==> src/rtl/fft_agu_cfg_pkg.sv <==
// fft_consts: shared constants and types for the runtime-configurable
// radix-2 DIT address generation unit (fft_agu_cfg) and its sub-module.
//   N_LOG2_MAX : log2 of the largest supported FFT size (twiddle ROM = N_MAX/2)
//   BFU_LAT    : butterfly unit + RAM write-back latency, used as the default
//                inter-stage flush length
//   agu_state_e: sequencer states
package fft_consts;

  localparam int N_LOG2_MAX = 10;
  localparam int BFU_LAT    = 2;

  typedef enum logic [1:0] {
    IDLE  = 2'd0,
    RUN   = 2'd1,
    FLUSH = 2'd2,
    DONE  = 2'd3
  } agu_state_e;

endpackage

==> src/rtl/fft_agu_cfg_bfly.sv <==
// agu_bfly_counter: butterfly index counters (j within group, g group index)
// for one stage of a radix-2 DIT FFT, plus the address/twiddle arithmetic.
// Ports:
//   clk, rst      : clock, synchronous active-high reset
//   s_i, l_i      : current stage and latched log2 FFT size
//   advance_i     : step to the next butterfly (issue handshake)
//   clear_i       : restart at butterfly 0 (new run / new stage / abort)
//   addr_a_o/b_o  : top/bottom leg RAM addresses
//   twiddle_idx_o : index into the N_MAX-sized twiddle ROM
//   last_o        : current butterfly is the last one of the stage
module agu_bfly_counter
  import fft_consts::*;
#(
  parameter int N_LOG2_MAX = fft_consts::N_LOG2_MAX,
  parameter int LOG2_W     = $clog2(N_LOG2_MAX + 1)
) (
  input  logic                    clk,
  input  logic                    rst,
  input  logic [LOG2_W-1:0]       s_i,
  input  logic [LOG2_W-1:0]       l_i,
  input  logic                    advance_i,
  input  logic                    clear_i,
  output logic [N_LOG2_MAX-1:0]   addr_a_o,
  output logic [N_LOG2_MAX-1:0]   addr_b_o,
  output logic [N_LOG2_MAX-2:0]   twiddle_idx_o,
  output logic                    last_o
);

  localparam int NL = N_LOG2_MAX;

  logic [NL-1:0] j_q, j_d;
  logic [NL-1:0] g_q, g_d;
  logic [NL-1:0] stride;
  logic [NL-1:0] g_last;
  logic          j_last;

  assign stride = NL'(1) << s_i;
  // Groups per stage is N / 2^(s+1) = 2^(L-1-s).
  assign g_last = (NL'(1) << (l_i - s_i - LOG2_W'(1))) - NL'(1);
  assign j_last = (j_q == stride - NL'(1));
  assign last_o = j_last && (g_q == g_last);

  assign addr_a_o = (g_q << (s_i + LOG2_W'(1))) + j_q;
  assign addr_b_o = addr_a_o + stride;
  // j * (N_MAX >> (s+1)) is a left shift; j < 2^s keeps it below N_MAX/2,
  // and it does not depend on L, so one ROM serves every size.
  assign twiddle_idx_o = (NL-1)'(j_q) << (LOG2_W'(NL - 1) - s_i);

  // NOTE: every variable assigned in always_comb gets a default first so no
  // path leaves it unassigned, which would otherwise infer a latch.
  always_comb begin
    j_d = j_q;
    g_d = g_q;
    if (clear_i) begin
      j_d = '0;
      g_d = '0;
    end else if (advance_i) begin
      if (j_last) begin
        j_d = '0;
        g_d = last_o ? '0 : g_q + NL'(1);
      end else begin
        j_d = j_q + NL'(1);
      end
    end
  end

  // NOTE: state registers use non-blocking assignments so every flop samples
  // values from before the edge, independent of statement order.
  always_ff @(posedge clk) begin
    if (rst) begin
      j_q <= '0;
      g_q <= '0;
    end else begin
      j_q <= j_d;
      g_q <= g_d;
    end
  end

endmodule

==> src/rtl/fft_agu_cfg.sv <==
// fft_agu_cfg: runtime-configurable radix-2 DIT address generation unit for
// an in-place ping-pong FFT of length 2^cfg_log2n (1 <= cfg_log2n <= N_LOG2_MAX).
// Ports:
//   clk, rst               : clock, synchronous active-high reset
//   start, abort           : run request (IDLE only) / abort from any state
//   cfg_log2n, cfg_inverse : size and direction, latched when start is taken
//   in_ready / in_valid    : butterfly issue handshake with the BFU
//   rd_addr_a, rd_addr_b   : RAM read addresses of the two butterfly legs
//   twiddle_idx, tw_conj   : twiddle ROM index and conjugate (inverse) flag
//   stage, bank_sel        : current stage and ping-pong read bank
//   result_bank            : bank holding the result while done=1
//   busy, done, cfg_err    : status; cfg_err pulses on an illegal size request
module fft_agu_cfg
  import fft_consts::*;
#(
  parameter int N_LOG2_MAX   = fft_consts::N_LOG2_MAX,
  parameter int FLUSH_CYCLES = fft_consts::BFU_LAT,
  parameter int LOG2_W       = $clog2(N_LOG2_MAX + 1)
) (
  input  logic                    clk,
  input  logic                    rst,
  input  logic                    start,
  input  logic                    abort,
  input  logic [LOG2_W-1:0]       cfg_log2n,
  input  logic                    cfg_inverse,
  input  logic                    in_ready,
  output logic                    in_valid,
  output logic [N_LOG2_MAX-1:0]   rd_addr_a,
  output logic [N_LOG2_MAX-1:0]   rd_addr_b,
  output logic [N_LOG2_MAX-2:0]   twiddle_idx,
  output logic                    tw_conj,
  output logic [LOG2_W-1:0]       stage,
  output logic                    bank_sel,
  output logic                    result_bank,
  output logic                    busy,
  output logic                    done,
  output logic                    cfg_err
);

  localparam int FCW = (FLUSH_CYCLES > 1) ? $clog2(FLUSH_CYCLES) : 1;

  agu_state_e        state_q, state_d;
  logic [LOG2_W-1:0] l_q, l_d;
  logic [LOG2_W-1:0] s_q, s_d;
  logic              inv_q, inv_d;
  logic              bank_q, bank_d;
  logic [FCW-1:0]    fcnt_q, fcnt_d;
  logic              cfg_err_q, cfg_err_d;

  logic                  cnt_clear;
  logic                  cnt_advance;
  logic                  cnt_last;
  logic                  cfg_legal;
  logic [N_LOG2_MAX-1:0] addr_a, addr_b;
  logic [N_LOG2_MAX-2:0] tw_idx;

  assign cfg_legal   = (cfg_log2n != '0) && (cfg_log2n <= LOG2_W'(N_LOG2_MAX));
  assign cnt_advance = (state_q == RUN) && in_ready;

  agu_bfly_counter #(
    .N_LOG2_MAX (N_LOG2_MAX),
    .LOG2_W     (LOG2_W)
  ) u_cnt (
    .clk           (clk),
    .rst           (rst),
    .s_i           (s_q),
    .l_i           (l_q),
    .advance_i     (cnt_advance),
    .clear_i       (cnt_clear),
    .addr_a_o      (addr_a),
    .addr_b_o      (addr_b),
    .twiddle_idx_o (tw_idx),
    .last_o        (cnt_last)
  );

  always_comb begin
    state_d   = state_q;
    l_d       = l_q;
    s_d       = s_q;
    inv_d     = inv_q;
    bank_d    = bank_q;
    fcnt_d    = fcnt_q;
    cfg_err_d = 1'b0;
    cnt_clear = 1'b0;

    if (abort && (state_q != IDLE)) begin
      state_d   = IDLE;
      s_d       = '0;
      bank_d    = 1'b0;
      cnt_clear = 1'b1;
    end else begin
      unique case (state_q)
        IDLE: begin
          // abort in IDLE only blocks acceptance of start this cycle.
          if (start && !abort) begin
            if (cfg_legal) begin
              l_d       = cfg_log2n;
              inv_d     = cfg_inverse;
              s_d       = '0;
              bank_d    = 1'b0;
              cnt_clear = 1'b1;
              state_d   = RUN;
            end else begin
              cfg_err_d = 1'b1;
            end
          end
        end
        RUN: begin
          if (in_ready && cnt_last) begin
            fcnt_d  = FCW'(FLUSH_CYCLES - 1);
            state_d = FLUSH;
          end
        end
        FLUSH: begin
          if (fcnt_q == '0) begin
            if (s_q == l_q - LOG2_W'(1)) begin
              state_d = DONE;
            end else begin
              s_d       = s_q + LOG2_W'(1);
              bank_d    = ~bank_q;
              cnt_clear = 1'b1;
              state_d   = RUN;
            end
          end else begin
            fcnt_d = fcnt_q - FCW'(1);
          end
        end
        DONE: begin
          // A start held high from the previous run must not restart it.
          if (!start) state_d = IDLE;
        end
        default: state_d = IDLE;
      endcase
    end
  end

  always_ff @(posedge clk) begin
    if (rst) begin
      state_q   <= IDLE;
      l_q       <= '0;
      s_q       <= '0;
      inv_q     <= 1'b0;
      bank_q    <= 1'b0;
      fcnt_q    <= '0;
      cfg_err_q <= 1'b0;
    end else begin
      state_q   <= state_d;
      l_q       <= l_d;
      s_q       <= s_d;
      inv_q     <= inv_d;
      bank_q    <= bank_d;
      fcnt_q    <= fcnt_d;
      cfg_err_q <= cfg_err_d;
    end
  end

  // Address and twiddle outputs are forced to 0 outside RUN so the read ports
  // and ROM see a quiet bus while nothing is issued.
  assign in_valid    = (state_q == RUN);
  assign rd_addr_a   = in_valid ? addr_a : '0;
  assign rd_addr_b   = in_valid ? addr_b : '0;
  assign twiddle_idx = in_valid ? tw_idx : '0;
  assign busy        = (state_q == RUN) || (state_q == FLUSH);
  assign tw_conj     = busy && inv_q;
  assign done        = (state_q == DONE);
  assign result_bank = done && !bank_q;
  assign stage       = s_q;
  assign bank_sel    = bank_q;
  assign cfg_err     = cfg_err_q;

endmodule

==> config.mk <==
export PLATFORM = sky130hd
export DESIGN_NAME = fft_agu_cfg
export DESIGN_NICKNAME = d
export VERILOG_FILES = /design/src/rtl/fft_agu_cfg_pkg.sv /design/src/rtl/fft_agu_cfg_bfly.sv /design/src/rtl/fft_agu_cfg.sv
export SDC_FILE = /design/constraint.sdc
export NUM_CORES = 1
export LEC_CHECK = 0
export ABC_AREA = 1
export BUFFER_PORTS_ARGS = -buffer_cell sky130_fd_sc_hd__buf_4
export CORE_MARGIN = 2
export CORE_UTILIZATION = 40
export CTS_CLUSTER_DIAMETER = 200
export DETAILED_ROUTE_END_ITERATION = 12
export PLACE_DENSITY_LB_ADDON = 0.05
export REMOVE_ABC_BUFFERS = 1
export SKIP_CTS_REPAIR_TIMING = 1
export SYNTH_ARGS = -nofsm -noshare
export SYNTH_HDL_FRONTEND = slang
export SYNTH_SLANG_ARGS = --single-unit
==> constraint.sdc <==
create_clock -name clk -period 4.7 [get_ports clk]
set_clock_uncertainty 0.05 [all_clocks]
set_input_delay 0.47 -clock clk [delete_from_list [all_inputs] [get_ports clk]]
set_output_delay 0.47 -clock clk [all_outputs]
set_load 0.1 [all_outputs]
==> results of run 1 <==
## layout make-up
cell class / count / area share, %
timing repair buffer: 100 / 14.17
multi-input combinational: 594 / 60.82
inverter: 110 / 7.336
tap: 140 / 3.075
clock inverter: 2 / 1.054
sequential: 34 / 12.10
clock buffer: 6 / 1.450
## cell usage in the layout (no fill, tap or decap), types with 6 or more instances in the layout
cell      instances
nand2_1         190
nor2_4            6
ha_1             31
nand2_2          12
inv_1           103
nand3_1          48
dfxtp_1          31
o21ai_0          52
nand4_1          12
a21oi_1          44
nor3_1           12
buf_4            92
clkbuf_8          6
nor2_1           75
xor2_1           23
nor2_2           11
## metal layers
| metal | share of wire, % | vias up |
|---|---|---|
| met5 | 0 | - |
| met4 | 2.1 | 0 |
| met3 | 3.3 | 17 |
| met2 | 50 | 102 |
| met1 | 45 | 2353 |
| li1 | - | 2641 |
## critical path, stage by stage (launching register included)
cell,delay [ns]
dfxtp_4,0.37
ha_4,0.17
ha_4,0.27
inv_4,0.04
nor2_4,0.11
inv_2,0.06
nor2_2,0.10
ha_2,0.19
inv_2,0.05
fa_2,0.38
nor2_4,0.12
nor2_2,0.04
o21bai_1,0.18
a21oi_1,0.10
o21bai_1,0.18
a21oi_1,0.09
o21bai_1,0.16
xor2_1,0.19
inv_1,0.10
ha_4,0.29
nand2_4,0.06
nor2_4,0.12
nand3_2,0.09
o2111ai_2,0.08
xor2_1,0.20
nor2_1,0.07
nor2_2,0.13
buf_12,0.19
## power by group
| part | internal (W) | total [W] | switching, W |
|---|---|---|---|
| clock network | 0.000226 | 0.000347 | 0.000121 |
| registers | 0.000305 | 0.000325 | 0.0000207 |
| logic | 0.000190 | 0.000664 | 0.000474 |
## flip-flops by register name (all words and copies together), names as in the netlist
register / cells
l_q: 4
state_q: 2
u_cnt.g_q: 10
cfg_err: 1
fcnt_q: 1
u_cnt.j_q: 10
inv_q: 1
stage: 4
bank_sel: 1
## cells in the mapped netlist (11+ instances only)
library cell / count
nor2_1: 82
clkbuf_1: 11
nand3_1: 49
nor3_1: 14
xor2_1: 24
dfxtp_1: 34
nand4_1: 12
a21oi_1: 46
o21ai_0: 55
ha_1: 38
nand2_1: 193
inv_1: 107
## through the flow
step	area [um^2]	power [W]	instances	utilization (%)
CTS	5415	0.001328	979	49.74
global placement	5273	0.0009693	971	48.43
detailed placement	5273	0.0009786	971	48.43
finish	5697	0.001337	986	52.32
global route	5697	0.001433	986	52.32
floorplan	4399	0.0008132	738	-
## cells by family (layout without fill, tap and decap cells)
logic type	count (synthesis)	count (layout)	share of synthesized area [%]
simple gates	399	399	40.68
compound gates	127	127	15.67
buf+inv	125	218	11.04
fa+ha+maj	41	41	11.96
flops	34	34	15.20
xor+xnor	27	27	5.449
## worst max-delay path by stage
stage,to,slack [ns],start
4_1_cts,rd_addr_b[9],-0.74,stage[1]
2_1_floorplan,rd_addr_b[9],-2.49,stage[0]
5_1_grt,rd_addr_b[9],-0.61,stage[1]
6_report,rd_addr_b[9],-0.28,stage[1]
3_5_place_dp,rd_addr_b[9],-0.38,stage[1]
3_3_place_gp,rd_addr_b[9],-0.23,stage[1]
==> impl_metrics.env, run 1 <==
export IMPL_grt_busiest_layer="met2"
export IMPL_critPathLaunchType="flip-flop"
export IMPL_cts_buffers=5
export IMPL_tritoncts="done"
export IMPL_crit_fanout=5
export IMPL_num_io_pins=50
export IMPL_fp_dieArea_um2=12060
export IMPL_peakVddDrop_v=0.0001704
export IMPL_diodes=0
export IMPL_syn_avg_cell_area_um2=5.947
export IMPL_finalHoldViolCount=0
export IMPL_clock_fmax_ghz=0.2010
export IMPL_row_count=38
export IMPL_synth_ff_type="dfxtp_1"
export IMPL_fin_crit_sh_pct=105.9
export IMPL_grt_pass1_wl_um=22230
export IMPL_hold_path_end="cfg_err"
export IMPL_use_met1_pct=28.22
export IMPL_grtUsageMet2_pct=41.32
export IMPL_cp_required_ns=4.18
export IMPL_hold_slack_ns=0.2997
export IMPL_r2r_end="state_q[1]"
export IMPL_netlist_instances=753
export IMPL_relSlewSlack_pct=55.23
export IMPL_drive_above_1_share_pct=21.28
export IMPL_crit_type="flip-flop to output pin"
export IMPL_crit_arrival_ns=4.46
export IMPL_nets=896
export IMPL_yosys_area_top_type="nand2_1"
export IMPL_fp_dieH_um=109.8
export IMPL_clockBufferDepth=2
export IMPL_synth_seq_area_share_pct=15.20
export IMPL_grt_pass1_vias=4810
export IMPL_numClockSinks=34
export IMPL_netlist_cell_type_count=47
export IMPL_p_leak_nw=2.714
export IMPL_violations="setup timing"
export IMPL_grt_antenna_before_repair=0
export IMPL_rrSetupSlack_ns=0.79
export IMPL_synth_edf_count=0
export IMPL_first_pass_iters=7
export IMPL_root_buffer="clkbuf_8"
export IMPL_multi_input_area_um2=3465
export IMPL_cts_clk_slew_worst_paths_ns=0.07
export IMPL_rsz0062_at_grt="yes"
export IMPL_io_buffers=49
export IMPL_routed_wl_um=13440
export IMPL_start_util_pct=41.13
export IMPL_die_x_um=109.8
export IMPL_slew_viol_final=0
export IMPL_rr_worst_depth=23
export IMPL_netlist_area_um2=4478
export IMPL_grt_use_met3_pct=2.490
export IMPL_maxCapViolCount=0
export IMPL_power_density_nw_per_um2=234.7
export IMPL_h_tree_depth=2
export IMPL_num_vias=5113
export IMPL_route_detailed_wl_per_inst_um=13.63
export IMPL_synth_seq_cells=34
export IMPL_clkLatencyLatePin_ns=0.30
export IMPL_r2r_start="stage[0]"
export IMPL_drc=0
export IMPL_synth_top_area_share_pct=16.18
export IMPL_min_delay_path_depth=2
export IMPL_drtIter0Drc=221
export IMPL_grt_usage_pct=23.09
export IMPL_hp_class="input pin to flip-flop"
export IMPL_setup_viol=3
export IMPL_detailedPlace_worstSlack_ns=-0.3824
export IMPL_fillCellCount=1141
export IMPL_syn2layout_area_growth_pct=27.21
export IMPL_worstMarginPinSlew_ns=0.6698
export IMPL_outcome="finished, violations left"
export IMPL_grt_max_degree=24
export IMPL_dp_hpwl_um=10910
export IMPL_gr_total_overflow=0
export IMPL_setup_tns_ns=-0.5276
export IMPL_end_kind="output pin"
export IMPL_viasPerCell=5.186
export IMPL_seqCellArea_um2=689.4
export IMPL_fin_ws_ns=-0.2760
export IMPL_finalCriticalPeriod_ns=4.976
export IMPL_min_from="rst"
export IMPL_ys_top_cells_by_area="nand2_1, dfxtp_1, ha_1"
export IMPL_globalplace_congestion=0.8622
export IMPL_core_region_area_um2=10890
export IMPL_yosysWarnings=0
export IMPL_synthArstFlopShare_pct=0
export IMPL_detail_route_antenna_nets=0
Note: power is estimated with default switching activity, not from simulation.
==> run 2: changes to the inputs <==
--- a/config.mk
+++ b/config.mk
@@ -12,6 +12,7 @@
 export CTS_CLUSTER_DIAMETER = 200
 export DETAILED_ROUTE_END_ITERATION = 12
 export PLACE_DENSITY_LB_ADDON = 0.05
+export RECOVER_POWER = 25
 export REMOVE_ABC_BUFFERS = 1
 export SKIP_CTS_REPAIR_TIMING = 1
 export SYNTH_ARGS = -nofsm -noshare
==> constraint.sdc (replaced) <==
create_clock -name clk -period 5.45 [get_ports clk]
set_clock_uncertainty 0.05 [all_clocks]
set_input_delay 0.545 -clock clk [delete_from_list [all_inputs] [get_ports clk]]
set_output_delay 0.545 -clock clk [all_outputs]
set_load 0.1 [all_outputs]
==> run 2 against run 1 <==
The run now ends clean. Total power down 16%. Routed wire length up 1.0%. Via count shrank 4.4%. Highest routed layer unchanged.
==> impl_metrics.env, run 2 (synthesis gave the netlist of run 1 again) <==
export IMPL_worstMarginPinSlew_ns=1.184
export IMPL_h_tree_depth=2
export IMPL_finalHoldViolCount=0
export IMPL_diodes=0
export IMPL_fin_util_pct=49.78
export IMPL_outcome="finished clean"
export IMPL_fin_ws_ns=0.2451
export IMPL_detailedPlace_worstSlack_ns=0.07949
export IMPL_fp_dieH_um=109.8
export IMPL_cp_slowest_cell="dfxtp_4"
export IMPL_num_vias=4889
export IMPL_fin_crit_sh_pct=95.50
export IMPL_crit_buf_inv=5
export IMPL_peakVddDrop_v=0.0001411
export IMPL_clock_fmax_ghz=0.1921
export IMPL_grt_pass1_wl_um=21420
export IMPL_dp_cells=941
export IMPL_grt_antenna_before_repair=0
export IMPL_finalCriticalPeriod_ns=5.205
export IMPL_start_util_pct=41.13
export IMPL_final_cell_mix="nand2_1, inv_1, nor2_1"
export IMPL_syn2layout_area_growth_pct=21.04
export IMPL_p_leak_nw=2.528
export IMPL_num_io_pins=50
export IMPL_viasPerCell=5.082
export IMPL_rrSetupSlack_ns=1.76
export IMPL_maxCapViolCount=0
export IMPL_gr_total_overflow=0
export IMPL_drive_above_1_share_pct=16.42
export IMPL_relSlewSlack_pct=21.41
export IMPL_min_from="rst"
export IMPL_crit_family="adder cells"
export IMPL_grt_pass1_vias=4497
export IMPL_grt_max_degree=39
export IMPL_tritoncts="done"
export IMPL_fp_dieArea_um2=12060
export IMPL_clkLatencyLatePin_ns=0.30
export IMPL_r2r_start="stage[0]"
export IMPL_final_cells=962
export IMPL_clockBufferDepth=2
export IMPL_drtIter0Drc=231
export IMPL_largestRegisters="u_cnt.g_q (10), u_cnt.j_q (10)"
export IMPL_die_x_um=109.8
export IMPL_rr_worst_depth=22
export IMPL_min_delay_path_depth=2
export IMPL_r2r_end="state_q[1]"
export IMPL_placedInstanceArea_um2=5047
export IMPL_route_detailed_wl_per_inst_um=14.11
export IMPL_numClockSinks=34
export IMPL_hold_path_end="cfg_err"
export IMPL_root_buffer="clkbuf_8"
export IMPL_cp_required_ns=4.86
export IMPL_detail_route_antenna_nets=0
export IMPL_crit_type="flip-flop to output pin"
export IMPL_final_common_cell="nand2_1"
export IMPL_row_count=38
export IMPL_first_pass_iters=5
export IMPL_nets=872
export IMPL_fillCellCount=1136
export IMPL_crit_arrival_ns=4.61
export IMPL_globalplace_congestion=0.9018
export IMPL_power_density_nw_per_um2=207.8
export IMPL_crit_fanout=5
export IMPL_cts_clk_slew_worst_paths_ns=0.08
export IMPL_critPathLaunchType="flip-flop"
export IMPL_slew_viol_final=0
export IMPL_end_kind="output pin"
export IMPL_io_buffers=49
export IMPL_drc=0
export IMPL_core_region_area_um2=10890
export IMPL_dp_hpwl_um=10910
export IMPL_hp_class="input pin to flip-flop"
export IMPL_setup_viol=0
export IMPL_grt_usage_pct=22.63
export IMPL_cp_slowest_stage_delay_ns=0.38
export IMPL_routed_wl_um=13570
export IMPL_cts_buffers=5
export IMPL_fin_area_um2=5420
-- run 2: through the flow --
stage | TNS [ns] | hold WS, ns | total power (W)
CTS | -0.2641 | 0.3614 | 0.001133
global placement | 0 | 0.4375 | 0.0008257
detailed placement | 0 | 0.4360 | 0.0008299
finish | 0 | 0.3706 | 0.001127
global route | -0.09985 | 0.3632 | 0.001203
floorplan | -12.56 | 0.4084 | 0.0007013
-- run 2: final cells by class --
type	instances	area, um^2	share of cell area, %
clock buffers	6	82.58	1.524
clock inverters	2	60.06	1.108
inverters	110	420.4	7.756
multi-input cells	594	3426	63.20
flip-flops and latches	34	689.4	12.72
well taps	140	175.2	3.232
repair buffers	76	566.8	10.46
-- run 2: worst max path at each step --
| stage | startpoint | to | slack [ns] | depth (start not counted) |
|---|---|---|---|---|
| 6_report | stage[0] | rd_addr_b[9] | 0.25 | 28 |
| 5_1_grt | stage[1] | rd_addr_b[9] | -0.1 | 28 |
| 4_1_cts | stage[0] | rd_addr_b[9] | -0.26 | 27 |
| 3_5_place_dp | stage[0] | rd_addr_b[9] | 0.08 | 27 |
| 3_3_place_gp | stage[1] | rd_addr_b[9] | 0.20 | 29 |
| 2_1_floorplan | stage[0] | rd_addr_b[9] | -1.81 | 25 |
-- run 2: routing by layer --
metal	share of wire, %	track usage, %	up-vias
li1	-	-	2582
met1	45	27.66	2204
met2	51	41.02	91
met3	3.1	2.549	12
met4	1.5	7.233	0
met5	0	0	-
-- run 2: power by group --
group	total (W)	internal [W]	switching, W
logic	0.000546	0.000147	0.000399
registers	0.000280	0.000263	0.0000177
clock network	0.000300	0.000195	0.000105
total	0.00113	0.000605	0.000521
-- run 2: worst register-to-register path, stage by stage, from the launching register on --
cell     delay, ns
dfxtp_4       0.38
inv_1         0.08
buf_4         0.17
ha_1          0.18
inv_1         0.05
fa_1          0.39
xor2_2        0.34
nand2_1       0.15
nor2_1        0.15
nand2_1       0.11
ha_1          0.33
xor2_1        0.18
nand2_1       0.08
nor2_1        0.10
nand2_1       0.06
nor2_1        0.08
nand3_1       0.07
nor2_1        0.18
nand3_1       0.13
nand2_2       0.12
nand2_1       0.08
nand2_1       0.07
a21oi_1       0.06
